File: src/rtl/key_sweep_ctrl.sv
`default_nettype none
// ============================================================================
// Module      : key_sweep_ctrl
// Description : Brute-force key sweep controller. Steps a 24-bit key from
//               KEY_LO towards KEY_HI in KEY_STEP increments, restarts the
//               decryption sequencer for every key and stops on the first
//               key the plaintext checker accepts or when the range runs out.
//               Optional WAIT_DONE watchdog: define KEY_SWEEP_TIMEOUT_EN.
// Revision    : 1.0 - initial release
// ============================================================================
module key_sweep_ctrl #(
    parameter logic [23:0] KEY_LO         = 24'h000000,
    parameter logic [23:0] KEY_HI         = 24'h3FFFFF,
    parameter logic [23:0] KEY_STEP       = 24'd1,
    parameter int unsigned TIMEOUT_CYCLES = 65535
) (
    input  logic        CLOCK_50,
    input  logic        reset,
    input  logic        start,
    input  logic        abort,
    input  logic        seq_done,
    input  logic        msg_valid,
    output logic [23:0] secret_key,
    output logic        seq_restart,
    output logic        new_key_available,
    output logic        found,
    output logic        exhausted,
    output logic        busy,
    output logic        timeout
);

    typedef enum logic [2:0] {
        ST_IDLE      = 3'd0,
        ST_RESTART   = 3'd1,
        ST_KEY_READY = 3'd2,
        ST_WAIT_DONE = 3'd3,
        ST_CHECK     = 3'd4,
        ST_ADVANCE   = 3'd5,
        ST_FOUND     = 3'd6,
        ST_EXHAUSTED = 3'd7
    } state_t;

    state_t      r_state;
    state_t      w_next;
    logic [23:0] r_key;
    logic        w_start_ok;
    logic [24:0] w_key_sum;
    logic        w_past_end;
    logic        w_hit;
    logic        w_wd_fire;

    // A new sweep may only be launched from a resting state.
    assign w_start_ok = start && ((r_state == ST_IDLE) || (r_state == ST_FOUND) ||
                                  (r_state == ST_EXHAUSTED));

    // Widened to 25 bits so a step past 24'hFFFFFF cannot wrap back into range.
    assign w_key_sum  = {1'b0, r_key} + {1'b0, KEY_STEP};
    assign w_past_end = (w_key_sum > {1'b0, KEY_HI});

`ifdef KEY_SWEEP_TIMEOUT_EN
    localparam logic [15:0] WD_LAST = 16'(TIMEOUT_CYCLES - 1);

    logic [15:0] r_wd_cnt;
    logic        r_timeout;
    logic        r_key_timed_out;

    // Watchdog fires on the last allowed WAIT_DONE cycle; a real done wins a tie.
    assign w_wd_fire = (r_state == ST_WAIT_DONE) && !seq_done && (r_wd_cnt == WD_LAST);

    // A key abandoned by the watchdog must not be declared a hit.
    assign w_hit     = msg_valid && !r_key_timed_out;
    assign timeout   = r_timeout;

    // Watchdog counter runs only in WAIT_DONE and restarts from 0 on each entry.
    always_ff @(posedge CLOCK_50 or posedge reset) begin
        if (reset) begin
            r_wd_cnt <= 16'd0;
        end else if (r_state != ST_WAIT_DONE) begin
            r_wd_cnt <= 16'd0;
        end else begin
            r_wd_cnt <= r_wd_cnt + 16'd1;
        end
    end

    // Sticky sweep-level timeout flag plus a per-key marker for the CHECK stage.
    always_ff @(posedge CLOCK_50 or posedge reset) begin
        if (reset) begin
            r_timeout       <= 1'b0;
            r_key_timed_out <= 1'b0;
        end else begin
            if (abort || w_start_ok) begin
                r_timeout <= 1'b0;
            end else if (w_wd_fire) begin
                r_timeout <= 1'b1;
            end
            if (w_wd_fire) begin
                r_key_timed_out <= 1'b1;
            end else if (r_state == ST_RESTART) begin
                r_key_timed_out <= 1'b0;
            end
        end
    end
`else
    logic unused_timeout_cfg;

    assign unused_timeout_cfg = ^TIMEOUT_CYCLES;
    assign w_wd_fire          = 1'b0;
    assign w_hit              = msg_valid;
    assign timeout            = 1'b0;
`endif

    // State register.
    always_ff @(posedge CLOCK_50 or posedge reset) begin
        if (reset) begin
            r_state <= ST_IDLE;
        end else begin
            r_state <= w_next;
        end
    end

    // Next-state decode; abort overrides every other transition.
    always_comb begin
        w_next = r_state;
        if (abort) begin
            w_next = ST_IDLE;
        end else begin
            case (r_state)
                ST_IDLE, ST_FOUND, ST_EXHAUSTED: begin
                    if (start) begin
                        w_next = ST_RESTART;
                    end
                end
                ST_RESTART:   w_next = ST_KEY_READY;
                ST_KEY_READY: w_next = ST_WAIT_DONE;
                ST_WAIT_DONE: begin
                    if (seq_done || w_wd_fire) begin
                        w_next = ST_CHECK;
                    end
                end
                ST_CHECK: begin
                    if (w_hit) begin
                        w_next = ST_FOUND;
                    end else if (w_past_end) begin
                        w_next = ST_EXHAUSTED;
                    end else begin
                        w_next = ST_ADVANCE;
                    end
                end
                ST_ADVANCE:   w_next = ST_RESTART;
                default:      w_next = ST_IDLE;
            endcase
        end
    end

    // Key under test: reloaded on start/abort, stepped only in ADVANCE.
    always_ff @(posedge CLOCK_50 or posedge reset) begin
        if (reset) begin
            r_key <= KEY_LO;
        end else if (abort || w_start_ok) begin
            r_key <= KEY_LO;
        end else if (r_state == ST_ADVANCE) begin
            r_key <= w_key_sum[23:0];
        end
    end

    // Sequencer is held in reset while idle and pulsed once per key.
    assign secret_key        = r_key;
    assign seq_restart       = (r_state == ST_IDLE) || (r_state == ST_RESTART);
    assign new_key_available = (r_state == ST_KEY_READY);
    assign found             = (r_state == ST_FOUND);
    assign exhausted         = (r_state == ST_EXHAUSTED);
    assign busy              = (r_state == ST_RESTART)   || (r_state == ST_KEY_READY) ||
                               (r_state == ST_WAIT_DONE) || (r_state == ST_CHECK)     ||
                               (r_state == ST_ADVANCE);

endmodule
`default_nettype wire

File: config.mk
export PLATFORM = sky130hd
export DESIGN_NAME = key_sweep_ctrl
export DESIGN_NICKNAME = d
export VERILOG_FILES = /design/src/rtl/key_sweep_ctrl.sv
export SDC_FILE = /design/constraint.sdc
export NUM_CORES = 1
export LEC_CHECK = 0
export ABC_CLOCK_PERIOD_IN_PS = 2000
export BUFFER_PORTS_ARGS = -buffer_cell sky130_fd_sc_hd__buf_2
export CAP_MARGIN = 20
export CORE_UTILIZATION = 45
export DETAILED_ROUTE_END_ITERATION = 16
export PLACE_DENSITY_LB_ADDON = 0.08
export SLEW_MARGIN = 30
export SYNTH_ARGS = -nofsm -noshare
export SYNTH_HDL_FRONTEND = slang
export SYNTH_SLANG_ARGS = --single-unit
File: constraint.sdc
create_clock -name CLOCK_50 -period 2 [get_ports CLOCK_50]
set_input_delay 0.6 -clock CLOCK_50 [delete_from_list [all_inputs] [get_ports CLOCK_50]]
set_output_delay 0.6 -clock CLOCK_50 [all_outputs]
set_load 0.03 [all_outputs]
==> impl_table.tex, run 1 <==
\begin{tabular}{lr}
\hline
Metric & Value \\
\hline
\multicolumn{2}{l}{\textbf{Power and ir drop}} \\
\quad Switching power & 0.000422 W \\
\quad VDD IR max & 0.000397 V \\
\quad Combinational share of power & 0.249 \\
\quad Power per Cell Area & 526 mW/mm2 \\
\quad Register share of total power & 0.485 \\
\quad Post-layout power & 0.00123 W \\
\quad Clk network pwr share & 0.265 \\
\quad Switching portion of total power & 0.343 \\
\quad Cell-internal power & 0.000808 W \\
\quad Static power due to leakage & 1.05 nW \\
\multicolumn{2}{l}{\textbf{Logic synthesis}} \\
\quad Portion of the post-synthesis area used by sequential elements & 0.362 \\
\quad Synthesized net count & 236 \\
\quad Average size of a mapped cell & 8.19 um2 \\
\quad Count of mapped cells out of synthesis & 228 \\
\quad Synth async-reset ratio & 1.00 \\
\quad Flip-flop and latch count after synthesis & 27 \\
\quad Synthesized cell area & 0.00187 mm2 \\
\quad Top cell type's share of synthesized area & 0.362 \\
\quad Synth Flop Type & dfrtp\_1 \\
\quad Post-synthesis cell type with the largest combined area & dfrtp\_1 \\
\quad Count of synthesis-stage warnings from yosys & 0 \\
\quad Distinct cells, synth & 47 \\
\quad Number of enable-type register cells in the synthesized netlist & 0 \\
\quad Biggest area contributors in the synthesized netlist & dfrtp\_1 (36\%), o21ai\_0 (11\%), o31ai\_1 (3.6\%) \\
\multicolumn{2}{l}{\textbf{Placed design}} \\
\quad Buffers added on ports & 34 \\
\quad Cell count after placement & 319 \\
\quad Routability Congestion & 0.855 \\
\quad Post-detail-place hpwl & 3.54 mm \\
\quad Placed instance area & 0.00227 mm2 \\
\multicolumn{2}{l}{\textbf{Floorplanning}} \\
\quad Row cnt & 23 \\
\quad Die span in x & 66.4 um \\
\quad Core Box Area & 0.00400 mm2 \\
\quad I/O Pins & 36 \\
\quad Area enclosed by the die boundary & 0.00441 mm2 \\
\quad Chip height & 66.4 um \\
\quad Initial core utilization & 0.467 \\
\multicolumn{2}{l}{\textbf{Worst setup path}} \\
\quad Capturing instance or port of the critical path & r\_state[1]\$\_DFFE\_PP0P\_ \\
\quad Critical path peak fanout & 6 \\
\quad Worst setup path startpoint & secret\_key[0]\$\_DFFE\_PP0P\_ \\
\quad Launching element type of the critical path & flip-flop \\
\quad Worst-path cell with the longest stage delay & or4\_4 \\
\quad Worst path arrival time & 2.14 ns \\
\quad Worst reg2reg path endpoint & r\_state[1]\$\_DFFE\_PP0P\_ \\
\quad Data required time of the critical path & 2.18 ns \\
\quad Start-to-end type of the worst setup path & reg2reg \\
\quad Kind of end point of the critical path & flip-flop \\
\quad Slowest stage delay, CP & 0.53 ns \\
\quad Crit-path cells & ha\_4 -> nand3\_4 -> or4\_4 -> or4\_1 -> a31oi\_1 -> o21ai\_1 \\
\quad Register-to-register path setup slack & 0.04 ns \\
\quad Depth of the worst register-to-register path & 6 \\
\quad Crit Reg-Reg Startpoint & secret\_key[0]\$\_DFFE\_PP0P\_ \\
\multicolumn{2}{l}{\textbf{Finish}} \\
\quad Fill cell count & 386 \\
\quad Final antenna diode count & 0 \\
\quad Share of layout cells above drive strength 1 & 0.326 \\
\quad Total non-filler cell area in the finished layout & 0.00234 mm2 \\
\quad Non-filler cells in the finished layout & 323 \\
\quad Area Growth Syn to Fin & 25.3\% \\
\quad Layout Nets & 282 \\
\multicolumn{2}{l}{\textbf{Status}} \\
\quad Result of the run & completed \\
\multicolumn{2}{l}{\textbf{Routing}} \\
\quad Count of unresolved DRC violations after routing & 0 \\
\quad Final wirelength & 5.04 mm \\
\quad Via density & 5.98 \\
\quad Via count & 1933 \\
\quad Detail-routed net length per standard cell & 15.6 um \\
\quad Post-detailed-route count of antenna-violating nets & 0 \\
\quad Iteration-0 DRC Markers & 109 \\
\quad Number of detailed-routing iterations run before antenna repair & 4 \\
\multicolumn{2}{l}{\textbf{STA}} \\
\quad Total count of hold-check failures in the final report & 0 \\
\quad Unrepaired setup endpoints after global routing & yes \\
\quad Layout Skew & 0.00520 ns \\
\quad Max Clock Freq & 0.509 GHz \\
\quad Fin crit period & 1.96 ns \\
\quad Fin crit share & 0.982 \\
\quad Final setup violation count & 0 \\
\quad Max Transition Viols Final & 0 \\
\multicolumn{2}{l}{\textbf{GRT}} \\
\quad Wire length of the first global-routing pass & 8.36 mm \\
\quad Largest net degree at the start of global routing & 28 \\
\quad Number of global-route vias before repair & 1714 \\
\quad Final global-route overflow total & 0 \\
\quad GRT Total Usage & 0.248 \\
\quad Antenna violations before repair & 0 \\
\multicolumn{2}{l}{\textbf{CTS}} \\
\quad Root Buffer & clkbuf\_8 \\
\quad H-tree depth & 1 \\
\quad TritonCTS clock tree & done \\
\quad Clock latency reported for the late side of the worst-skew pair & 0.28 ns \\
\quad Clock transition time at the flip-flop clock pins of the worst setup and hold paths & 0.10 ns \\
\quad Clock buffer count from CTS & 3 \\
\quad Clock buffer depth & 2 \\
\quad Clock sink count & 27 \\
\multicolumn{2}{l}{\textbf{Run}} \\
\quad Max cap viols & 0 \\
\multicolumn{2}{l}{\textbf{Min path}} \\
\quad Type of the tightest min-delay check & in2async \\
\hline
\end{tabular}
## cell usage in the layout (no fill, tap or decap), drive strengths merged, types with 2 or more instances in the layout
| cell | instances |
|---|---|
| a21oi | 13 |
| inv | 6 |
| nand3b | 3 |
| xor2 | 4 |
| a31oi | 7 |
| clkbuf | 3 |
| dfrtp | 27 |
| and3 | 5 |
| nor4 | 5 |
| buf | 62 |
| nand2 | 15 |
| o31ai | 9 |
| ha | 2 |
| nand4 | 13 |
| nand3 | 7 |
| o21ai | 41 |
| nor3 | 7 |
| nand2b | 3 |
| nor4b | 2 |
| nor2 | 15 |
| or4 | 2 |
## layout make-up
class	instances	area, um2	share of cell area
Clock buffer	3	41.3	0.0176
Clock inverter	1	5.00	0.00214
Inverter	6	22.5	0.00963
Multi-Input combinational cell	174	1130	0.481
Sequential cell	27	689	0.295
Tap cell	50	62.6	0.0267
Timing Repair Buffer	62	393	0.168
## worst min-delay path by stage
stage | cells after the start | endpoint
2_1_floorplan | 1 | secret_key[7]$_DFFE_PP0P_
3_3_place_gp | 1 | secret_key[18]$_DFFE_PP0P_
3_5_place_dp | 1 | secret_key[18]$_DFFE_PP0P_
4_1_cts | 3 | secret_key[23]$_DFFE_PP0P_
5_1_grt | 3 | r_state[0]$_DFFE_PP0P_
6_report | 3 | secret_key[6]$_DFFE_PP0P_
## kinds of logic (layout without fill, tap and decap cells)
family,after synthesis,after routing,synth area share
DFF,27,27,0.362
buffers and inverters,27,72,0.0630
and+or+nand+nor,84,84,0.276
xor gates and xnor gates,5,5,0.0235
other,1,1,0.00201
adders and majority gates,2,2,0.0134
AOI/OAI and AO/OA,82,82,0.260
## stage by stage
step                      utilization  setup WS [ns]  TNS (ns)  hold WS, ns
after floorplan                     -         -0.134    -0.134        0.634
after global placement          0.568         0.0579         0        0.534
after detailed placement        0.568       -0.00448  -0.00448        0.533
after CTS                       0.580         0.0263         0        0.381
after global routing            0.585        -0.0831   -0.0831        0.398
final                           0.585         0.0368         0        0.373
## worst max-delay path: cells and delay by family (launching register included)
family,cells,cell delay (ns)
AO/OA/AOI/OAI,2,0.24
flip-flops,1,0.42
AND/OR/NAND/NOR,3,1.02
adder cells (fa/ha/maj),1,0.18
## state kept, by name, summed over array words and instances (netlist names)
| register | flops |
|---|---|
| secret_key | 24 |
| r_state | 3 |
## layer usage
layer  GRT usage  vias up  part of all wire
li1            -      944                 -
met1       0.339      924              0.47
met2       0.418       57              0.47
met3      0.0276        8             0.043
met4      0.0505        0             0.011
met5           0        -                 0
## cells in the mapped netlist (all sizes together), types with 2 or more instances
cell,number
a21oi,13
nand3b,3
a31oi,7
nand2,15
o21ai,41
inv,6
nor4,5
xor2,4
clkbuf,14
nor3,7
or4,2
nand2b,3
dfrtp,27
nand4,13
nor4b,2
buf,7
nand3,7
and3,5
ha,2
nor2,15
o31ai,9
## power by group through the flow
stage | clock, W | sequential (W) | combinational [W]
after floorplan | 0 | 0.000580 | 0.000225
after global placement | 0 | 0.000607 | 0.000305
after detailed placement | 0 | 0.000607 | 0.000305
after CTS | 0.000336 | 0.000596 | 0.000307
after global routing | 0.000358 | 0.000600 | 0.000337
final | 0.000326 | 0.000597 | 0.000307
## what timing repair did
action	in CTS	in global routing
setup endpoints to repair	0	3
resized for setup	0	4
hold buffers	0	0
buffers inserted	0	0
(Power assumes the default switching activity.)
==> run 2, diff against run 1 <==
--- a/config.mk
+++ b/config.mk
@@ -8,7 +8,8 @@
 export ABC_CLOCK_PERIOD_IN_PS = 2000
 export BUFFER_PORTS_ARGS = -buffer_cell sky130_fd_sc_hd__buf_2
 export CAP_MARGIN = 20
-export CORE_UTILIZATION = 45
+export CORE_ASPECT_RATIO = 2
+export CORE_UTILIZATION = 38
 export DETAILED_ROUTE_END_ITERATION = 16
 export PLACE_DENSITY_LB_ADDON = 0.08
 export SLEW_MARGIN = 30
==> impl_table.tex, run 2 (synthesis results as in run 1) <==
\begin{tabular}{lr}
\hline
Metric & Value \\
\hline
\multicolumn{2}{l}{\textbf{Finish}} \\
\quad Total non-filler cell area in the finished layout & 0.00244 mm2 (was 0.00234 mm2) \\
\quad Final antenna diode count & 0 (unchanged) \\
\quad Area of the multi-input gates & 0.00111 mm2 (was 0.00113 mm2) \\
\quad Flip-flop and latch area & 691 um2 (was 689 um2) \\
\quad Most frequent standard cell in the layout excluding fill and tap cells & o21ai\_0 (unchanged) \\
\quad Fill cell count & 493 (was 386) \\
\quad Commonest cells after routing, fill and taps aside & o21ai\_0 (40), buf\_4 (39), buf\_2 (33) (was o21ai\_0 (40), buf\_2 (34), buf\_4 (27)) \\
\quad Max reg flops & 24 (unchanged) \\
\quad Share of layout cells above drive strength 1 & 0.354 (was 0.326) \\
\quad Area Growth Syn to Fin & 30.6\% (was 25.3\%) \\
\quad Layout Nets & 294 (was 282) \\
\multicolumn{2}{l}{\textbf{Floorplanning}} \\
\quad Die span in x & 51.6 um (was 66.4 um) \\
\quad Core Box Area & 0.00464 mm2 (was 0.00400 mm2) \\
\quad Row cnt & 35 (was 23) \\
\quad Area enclosed by the die boundary & 0.00521 mm2 (was 0.00441 mm2) \\
\quad Chip height & 101 um (was 66.4 um) \\
\quad Initial core utilization & 0.402 (was 0.467) \\
\quad I/O Pins & 36 (unchanged) \\
\multicolumn{2}{l}{\textbf{Min path}} \\
\quad Type of the tightest min-delay check & in2async (unchanged) \\
\multicolumn{2}{l}{\textbf{Placed design}} \\
\quad Routability Congestion & 0.869 (was 0.855) \\
\quad Placed instance area & 0.00232 mm2 (was 0.00227 mm2) \\
\quad Post-detail-place hpwl & 3.93 mm (was 3.54 mm) \\
\quad Buffers added on ports & 34 (unchanged) \\
\multicolumn{2}{l}{\textbf{Power and ir drop}} \\
\quad Combinational share of power & 0.259 (was 0.249) \\
\quad Power per Cell Area & 511 mW/mm2 (was 526 mW/mm2) \\
\quad Post-layout power & 0.00125 W (was 0.00123 W) \\
\quad Register share of total power & 0.474 (was 0.485) \\
\quad Static power due to leakage & 1.10 nW (was 1.05 nW) \\
\quad Clk network pwr share & 0.266 (was 0.265) \\
\quad Cell-internal power & 0.000818 W (was 0.000808 W) \\
\quad Switching power & 0.000427 W (was 0.000422 W) \\
\quad VDD IR max & 0.000379 V (was 0.000397 V) \\
\quad Switching portion of total power & 0.343 (about the same) \\
\multicolumn{2}{l}{\textbf{GRT}} \\
\quad Antenna violations before repair & 0 (unchanged) \\
\quad Largest net degree at the start of global routing & 28 (unchanged) \\
\quad Wire length of the first global-routing pass & 8.49 mm (was 8.36 mm) \\
\quad Number of global-route vias before repair & 1727 (was 1714) \\
\quad GRT Total Usage & 0.218 (was 0.248) \\
\quad Final global-route overflow total & 0 (unchanged) \\
\multicolumn{2}{l}{\textbf{Worst setup path}} \\
\quad Launching element type of the critical path & flip-flop (unchanged) \\
\quad Worst-path cell with the longest stage delay & or4\_4 (unchanged) \\
\quad Crit-path cells & nand4\_4 -> or4\_4 -> or4\_1 -> a31oi\_1 -> o21ai\_1 (was ha\_4 -> nand3\_4 -> or4\_4 -> or4\_1 -> a31oi\_1 -> o21ai\_1) \\
\quad Kind of end point of the critical path & flip-flop (unchanged) \\
\quad Data required time of the critical path & 2.17 ns (was 2.18 ns) \\
\quad Critical path peak fanout & 4 (was 6) \\
\quad Start-to-end type of the worst setup path & reg2reg (unchanged) \\
\quad Slowest stage delay, CP & 0.55 ns (was 0.53 ns) \\
\quad Worst path arrival time & 2.13 ns (was 2.14 ns) \\
\multicolumn{2}{l}{\textbf{STA}} \\
\quad Fin crit period & 1.97 ns (was 1.96 ns) \\
\quad Fin crit share & 0.983 (was 0.982) \\
\quad Tightest hold margin & 0.361 ns (was 0.373 ns) \\
\quad Unrepaired setup endpoints after global routing & yes (unchanged) \\
\quad Total count of hold-check failures in the final report & 0 (unchanged) \\
\quad Max Clock Freq & 0.509 GHz (about the same) \\
\quad Final setup violation count & 0 (unchanged) \\
\quad Max Transition Viols Final & 0 (unchanged) \\
\quad Layout Skew & 0.0103 ns (was 0.00520 ns) \\
\quad Accumulated negative setup slack & 0 ns (unchanged) \\
\multicolumn{2}{l}{\textbf{Routing}} \\
\quad Iteration-0 DRC Markers & 38 (was 109) \\
\quad Post-detailed-route count of antenna-violating nets & 0 (unchanged) \\
\quad Number of detailed-routing iterations run before antenna repair & 4 (unchanged) \\
\quad Final wirelength & 5.40 mm (was 5.04 mm) \\
\quad Via count & 1944 (was 1933) \\
\quad Detail-routed net length per standard cell & 15.9 um (was 15.6 um) \\
\quad Via density & 5.72 (was 5.98) \\
\quad Count of unresolved DRC violations after routing & 0 (unchanged) \\
\multicolumn{2}{l}{\textbf{CTS}} \\
\quad Clock buffer depth & 2 (unchanged) \\
\quad Clock buffer count from CTS & 3 (unchanged) \\
\quad Root Buffer & clkbuf\_8 (unchanged) \\
\quad Clock latency reported for the late side of the worst-skew pair & 0.28 ns (about the same) \\
\quad Clock sink count & 27 (unchanged) \\
\quad TritonCTS clock tree & done (unchanged) \\
\quad Clock transition time at the flip-flop clock pins of the worst setup and hold paths & 0.11 ns (was 0.10 ns) \\
\quad H-tree depth & 1 (unchanged) \\
\quad Number of hold buffers added after CTS & 0 (unchanged) \\
\multicolumn{2}{l}{\textbf{Run}} \\
\quad Max cap viols & 0 (unchanged) \\
\multicolumn{2}{l}{\textbf{Status}} \\
\quad Result of the run & completed (unchanged) \\
\hline
\end{tabular}
==> run 2: cell count changes in the layout (fill, tap and decap cells not counted) <==
cell / change
nor3_1: +1
buf_4: +12
nor4_4: -1
nor4_2: +1
nor3_2: -1
dfrtp_2: +1
dfrtp_1: -1
buf_12: +1
buf_2: -1
==> run 2: final timing paths <==
path / startpoint / to / slack [ns] / cells past startpoint
max: secret_key[6]$_DFFE_PP0P_ / r_state[1]$_DFFE_PP0P_ / 0.03 / 5
min: reset / secret_key[15]$_DFFE_PP0P_ / 0.36 / 3
max reg2reg: secret_key[6]$_DFFE_PP0P_ / r_state[1]$_DFFE_PP0P_ / 0.03 / 5
min reg2reg: secret_key[13]$_DFFE_PP0P_ / secret_key[13]$_DFFE_PP0P_ / 0.55 / 1
max in group asynchronous: reset / secret_key[5]$_DFFE_PP0P_ / 1.34 / 3
min in group CLOCK_50: secret_key[13]$_DFFE_PP0P_ / secret_key[13]$_DFFE_PP0P_ / 0.55 / 1
==> run 2: what timing repair did <==
item                                    4_1_cts  5_1_grt
setup buffers                                 0        8
gates resized for setup                       0        4
endpoints found under the setup margin        0        3
==> run 2: layout make-up <==
type | count | share of cell area
Sequential cell | 27 | 0.283
Multi-Input combinational cell | 174 | 0.456
Clock inverter | 1 | 0.00205
Clock buffer | 3 | 0.0169
Inverter | 6 | 0.00924
Tap cell | 55 | 0.0282
Timing Repair Buffer | 74 | 0.204
==> run 2: through the flow <==
step | setup WS (ns) | utilization | cells
after floorplan | -0.134 | - | 228
after global placement | 0.104 | 0.500 | 328
after detailed placement | 0.0316 | 0.500 | 328
after CTS | 0.00661 | 0.510 | 332
after global routing | -0.0172 | 0.525 | 340
final | 0.0343 | 0.525 | 340
==> run 2: critical path: cells and delay by family, from the launching register on <==
kind	cells	cell delay, ns
simple gates	3	1.17
flops	1	0.42
compound gates	2	0.26
==> run 2: per-layer routing <==
layer | GRT usage | vias to the layer above | part of all wire
li1 | - | 966 | -
met3 | 0.0166 | 11 | 0.019
met2 | 0.407 | 37 | 0.55
met1 | 0.242 | 930 | 0.40
met5 | 0 | - | 0
met4 | 0.0936 | 0 | 0.028
==> run 2: power by group through the flow <==
stage / Sequential, W / Combinational (W) / Clock, W
3_3_place_gp: 0.000600 / 0.000318 / 0
3_5_place_dp: 0.000600 / 0.000318 / 0
4_1_cts: 0.000589 / 0.000319 / 0.000342
6_report: 0.000590 / 0.000323 / 0.000332
2_1_floorplan: 0.000580 / 0.000225 / 0
5_1_grt: 0.000595 / 0.000354 / 0.000350
